<file path="src/rtl/reg_file_param.sv">
`default_nettype none
// ============================================================================
//  Module      : reg_file_param
//  Description : Parametrised multi-read / single-write register file with a
//                hardware clear sequencer, programmable reset value for one
//                register, optional same-cycle write-to-read forwarding and a
//                sticky illegal-write flag.
//  Revision    : 1.0 - initial release
// ----------------------------------------------------------------------------
//  Ports
//    clk   in   1             rising-edge clock
//    rst   in   1             synchronous active-low reset
//    RA    in   NREAD*ADDR_W  flattened read addresses, port i at [i*ADDR_W +: ADDR_W]
//    RD    out  NREAD*DATA_W  flattened read data,      port i at [i*DATA_W +: DATA_W]
//    WA    in   ADDR_W        write address
//    WD    in   DATA_W        write data
//    WE    in   1             write enable
//    busy  out  1             high during reset and while the clear sequence runs
//    err   out  1             sticky flag: write attempted to an unimplemented index
//
//  Build option
//    REGFILE_BYPASS_EN  when defined, a read port whose address matches a legal
//                       write in the same cycle returns WD instead of the array.
// ============================================================================
module reg_file_param #(
    parameter int               DATA_W   = 32,
    parameter int               ADDR_W   = 5,
    parameter int               NUM_REGS = 32,
    parameter int               NREAD    = 2,
    parameter int               RST_IDX  = 9,
    parameter logic [DATA_W-1:0] RST_VAL = 32'h0000_0020
) (
    input  logic                    clk,
    input  logic                    rst,
    input  logic [NREAD*ADDR_W-1:0] RA,
    output logic [NREAD*DATA_W-1:0] RD,
    input  logic [ADDR_W-1:0]       WA,
    input  logic [DATA_W-1:0]       WD,
    input  logic                    WE,
    output logic                    busy,
    output logic                    err
);

    // Index width that exactly spans the implemented registers.
    localparam int                c_IDX_W      = (NUM_REGS > 1) ? $clog2(NUM_REGS) : 1;
    localparam logic [ADDR_W:0]   c_NUM_REGS   = (ADDR_W+1)'(NUM_REGS);
    localparam logic [c_IDX_W-1:0] c_LAST_PTR  = c_IDX_W'(NUM_REGS - 1);
    localparam logic [c_IDX_W-1:0] c_RST_PTR   = c_IDX_W'(RST_IDX);
    localparam logic [c_IDX_W-1:0] c_PTR_ONE   = c_IDX_W'(1);
    // Guards against a truncated RST_IDX aliasing onto a real register.
    localparam bit                c_RST_IN_RNG = (RST_IDX >= 0) && (RST_IDX < NUM_REGS);

    localparam logic [0:0] c_ST_CLEAR = 1'b0;
    localparam logic [0:0] c_ST_READY = 1'b1;

    logic [0:0]         r_state;
    logic [c_IDX_W-1:0] r_clr_ptr;
    logic               r_busy;
    logic               r_err;
    logic [DATA_W-1:0]  r_mem [0:NUM_REGS-1];

    logic               w_wa_ok;
    logic [c_IDX_W-1:0] w_wa_idx;
    logic               w_wr_req;

    assign w_wa_ok  = ({1'b0, WA} < c_NUM_REGS);
    assign w_wa_idx = WA[c_IDX_W-1:0];
    // Legal write request in normal operation; also the forwarding qualifier.
    assign w_wr_req = (r_state == c_ST_READY) && WE && w_wa_ok;

    // ------------------------------------------------------------------------
    // Sequencer, array and status flags. Reset only re-arms the sequencer;
    // the array itself is initialised by the clear walk, one index per edge.
    // ------------------------------------------------------------------------
    always_ff @(posedge clk) begin
        if (!rst) begin
            r_state   <= c_ST_CLEAR;
            r_clr_ptr <= '0;
            r_busy    <= 1'b1;
            r_err     <= 1'b0;
        end else begin
            case (r_state)
                c_ST_CLEAR: begin
                    r_mem[r_clr_ptr] <= (c_RST_IN_RNG && (r_clr_ptr == c_RST_PTR)) ? RST_VAL : '0;
                    r_clr_ptr        <= r_clr_ptr + c_PTR_ONE;
                    if (r_clr_ptr == c_LAST_PTR) begin
                        r_state <= c_ST_READY;
                        r_busy  <= 1'b0;
                    end
                end
                c_ST_READY: begin
                    if (w_wr_req) begin
                        r_mem[w_wa_idx] <= WD;
                    end else if (WE) begin
                        // WE with an out-of-range address
                        r_err <= 1'b1;
                    end
                end
                default: begin
                    r_state   <= c_ST_CLEAR;
                    r_clr_ptr <= '0;
                    r_busy    <= 1'b1;
                end
            endcase
        end
    end

    assign busy = r_busy;
    assign err  = r_err;

    // ------------------------------------------------------------------------
    // Combinational read ports.
    // ------------------------------------------------------------------------
    for (genvar gi = 0; gi < NREAD; gi++) begin : g_read
        logic [ADDR_W-1:0]  w_ra;
        logic [c_IDX_W-1:0] w_ra_idx;
        logic               w_ra_ok;
        logic               w_fwd;
        logic [DATA_W-1:0]  w_rd;

        assign w_ra     = RA[gi*ADDR_W +: ADDR_W];
        assign w_ra_idx = w_ra[c_IDX_W-1:0];
        assign w_ra_ok  = ({1'b0, w_ra} < c_NUM_REGS);
`ifdef REGFILE_BYPASS_EN
        assign w_fwd    = w_wr_req && (w_ra == WA);
`else
        assign w_fwd    = 1'b0;
`endif
        assign w_rd = (r_busy || !w_ra_ok) ? '0 :
                      w_fwd                ? WD : r_mem[w_ra_idx];

        assign RD[gi*DATA_W +: DATA_W] = w_rd;
    end

endmodule
`default_nettype wire

</file>
<file path="config.mk">
export PLATFORM = sky130hd
export DESIGN_NAME = reg_file_param
export DESIGN_NICKNAME = d
export VERILOG_FILES = /design/src/rtl/reg_file_param.sv
export SDC_FILE = /design/constraint.sdc
export NUM_CORES = 1
export LEC_CHECK = 0
export CAP_MARGIN = 20
export CORE_UTILIZATION = 50
export CTS_CLUSTER_SIZE = 12
export DETAILED_ROUTE_END_ITERATION = 8
export PLACE_DENSITY = 0.77
export SYNTH_ARGS = -nofsm -noshare
export SYNTH_HDL_FRONTEND = slang
export SYNTH_SLANG_ARGS = --single-unit
export TNS_END_PERCENT = 20
</file>
<file path="constraint.sdc">
create_clock -name clk -period 5.4 [get_ports clk]
set_input_delay 1.35 -clock clk [delete_from_list [all_inputs] [get_ports clk]]
set_output_delay 1.35 -clock clk [all_outputs]
set_load 0.005 [all_outputs]
</file>
==> summary.txt <==
Clock tree
  • Clock slew seen by the registers of the worst setup and hold paths: 0.06 ns
  • Hold-fix buffers, CTS: 0
  • Worst skew pair latency: 0.69 ns
  • Number of gates given a new drive strength after cts: 0
  • Count of buffers added by post-CTS timing repair for setup: 0
  • Total CTS buffers: 101
  • Clock tree root buffer cell: clkbuf_16
  • # clock sinks: 1,032
  • CTS HTree Levels: 3
  • Buffer levels on the longest clock path: 3
  • TritonCTS clock tree: done

Global route
  • Global-route wire length before repair: 200,000 microns
  • Via count of the first global-routing pass: 29,000
  • Overall global routing resource usage: 28.6%
  • Leftover overflow at the end of global routing: 0
  • Largest net degree at the start of global routing: 67
  • Antenna violations before repair: 5

Timing
  • Ratio of final minimum period to clock period: 97.9%
  • Final clock skew: 0.0237 ns
  • Tightest slew margin relative to the limit: 27.1%
  • Max-slew violations: 0
  • RSZ-0062 raised after global routing: false
  • Transition time at the pin with the least slew margin: 1.09 ns
  • FMAX: 189 MHz
  • Shortest period the worst path allows: 5.29 ns
  • Final critical-path setup slack: 0.113 ns
  • Total Neg Setup Slack: 0 ns
  • Hold violation count in the final report: 0
  • Final Setup Violations: 0

Logic synthesis
  • Post-synthesis cell count: 2,412
  • Share of Yosys cell area claimed by the top area cell type: 64.0%
  • Number of unique standard cell types used by synthesis: 36
  • Main flop type after synthesis: edfxtp_1
  • Cell taking the most area after synthesis: edfxtp_1
  • Sequential share of the synthesized area: 64.3%
  • Cell area after synthesis: 0.0481 sq mm
  • Share of synthesized flip-flops with an asynchronous set or reset: 0%
  • Mapped Avg Cell Area: 19.9 sq um
  • Seq cells post-synth: 1,032
  • Leading cell type by number of instances after synthesis: edfxtp_1
  • Yosys Warn Count: 0
  • Number of synthesized flops with an enable pin: 1,024
  • Syn_nets: 2,465
  • Leading cell types by count after synthesis: 1,024 x edfxtp_1, 448 x mux4_2, 261 x mux2i_1
  • Area contributors post-synth: edfxtp_1 64%, mux4_2 21%, mux2i_1 5.4%

Pwr
  • Share of power burned in registers: 54.2%
  • Leakage power: 16.6 nW
  • Power Total: 16.1 mW
  • Combinational cell fraction of total power: 6.4%
  • Power per cell area: 295 mW/mm^2
  • Total net switching power: 3.49 mW
  • Cell Int Power: 12.6 mW
  • Clock share of power: 39.4%
  • Proportion of total power due to net switching: 21.6%
  • Maximum vdd ir drop: 0.254 mV

Setup path
  • Worst endpoint required time: 4.05 ns
  • CP Capture Type: output port
  • Maximum fanout along the worst path: 18
  • Critical Path Start Type: input port
  • Arrival time reported for the critical path endpoint: 3.94 ns
  • Critical path class: in -> out

Job
  • Maxcap violations: 0

Status
  • Outcome: completed

Route
  • Vias after detailed routing: 28,500
  • Routed WL: 139,000 microns
  • Vias per inst: 7.30
  • Iteration count of the initial detailed-routing pass: 5
  • Starting DRT DRC Count: 4,146
  • Average routed wire per standard cell: 35.7 microns
  • Post-route antenna net violation count: 0
  • DRC violations left: 0

Placement
  • Final weighted congestion in routability-driven placement: 0.849
  • I/O Buffers: 115
  • Cell area after placement: 0.0518 sq mm
  • Worst setup slack before clock tree synthesis: 0.152 ns
  • Sum of net half-perimeters after detailed placement: 82,200 microns

Hold path
  • Worst Hold Class: reg -> reg

Finish
  • Ratio of cells with drive above 1 in the final layout: 29.7%
  • Final Core Density: 57.4%
  • Area growth from synthesis to layout: 13.7%
  • Final-layout fill cell count: 6,629
  • Total number of nets in the final design: 2,639
  • Layout Cell Area excl Fill: 0.0547 sq mm

Floorplan
  • Vertical die dimension: 312 microns
  • Std-Cell Core Area: 0.0952 sq mm
  • Number of top-level design ports: 116
  • Effective utilization at floorplan: 50.5%
  • Number of placement rows: 113
  • Die Footprint: 0.0974 sq mm
  • Die Span X: 312 microns
-- through the flow --
stage,std cells,hold slack (ns)
after floorplan,2412,0.455
after global placement,3746,0.441
after detailed placement,3747,0.462
after CTS,3899,0.478
after global routing,3900,0.507
final,3902,0.483
-- per-layer routing --
layer | global-route usage [%] | vias up | share of wire, %
met2 | 46.3 | 2287 | 49
met1 | 36.1 | 14900 | 34
li1 | - | 10900 | -
met5 | 0 | - | 0.017
met4 | 14.4 | 4 | 5.1
met3 | 7.01 | 438 | 12
-- worst paths after layout --
check / startpoint / endpoint / slack, ns / depth (start not counted)
worst max-delay path: RA[5] / RD[33] / 0.11 / 7
worst min register to register: err / err / 0.48 / 1
worst max register to register: r_state / r_mem[11][10] / 2.42 / 5
worst min-delay path: err / err / 0.48 / 1
-- power groups by stage --
stage	logic, mW	registers (mW)	clock network (mW)
2_1_floorplan	0.660	8.91	0
3_3_place_gp	1.00	8.91	0
3_5_place_dp	1.02	8.91	0
4_1_cts	1.02	8.75	6.39
5_1_grt	1.07	8.75	6.66
6_report	1.03	8.75	6.36
-- worst max-delay path, stage by stage --
cell and delay, ns:
buf_4 0.28, buf_4 0.45, mux4_2 0.32, mux2i_1 0.07
a221o_1 0.41, a31oi_1 0.43, clkdlybuf4s50_1 0.61
-- sequential cells by signal (all words and copies together) (netlist names) --
register and count:
busy 1, err 1, r_clr_ptr 5, r_mem 1024, r_state 1
-- cell usage in the layout, fill, tap and decap left out, types with 21 or more instances in the layout --
master	n
o21ai_0	25
a31oi_1	64
nor2_4	36
buf_12	63
a221oi_1	43
nand2_1	47
clkbuf_1	27
o2111ai_1	21
a221o_1	64
a22oi_1	64
o21ai_1	21
mux4_2	448
clkdlybuf4s50_1	105
and2_1	38
mux2i_1	261
buf_4	98
clkbuf_16	103
edfxtp_1	1024
-- logic make-up (layout without fill, tap and decap cells) --
logic type | count (synthesis) | after routing | synth area share [%]
and+or+nand+nor | 149 | 149 | 1.47
adders and majority gates | 3 | 3 | 0.0781
AOI/OAI and AO/OA | 305 | 305 | 4.86
other | 0 | 2 | 0
DFF | 1032 | 1032 | 64.3
muxes | 712 | 712 | 26.5
buffers and inverters | 208 | 431 | 2.74
xor gates and xnor gates | 3 | 3 | 0.0547
-- area by class of cell --
cell class	instances	area, sq um	share of cell area [%]
Antenna cell	2	5.00	0.00916
Clock buffer	130	2680	4.90
Sequential cell	1032	30900	56.6
Tap cell	1265	1580	2.90
Inverter	4	18.8	0.0343
Clock inverter	22	145	0.266
Multi-Input combinational cell	1172	16200	29.6
Timing Repair Buffer	275	3160	5.77
Note: power is estimated with default switching activity, not from simulation.
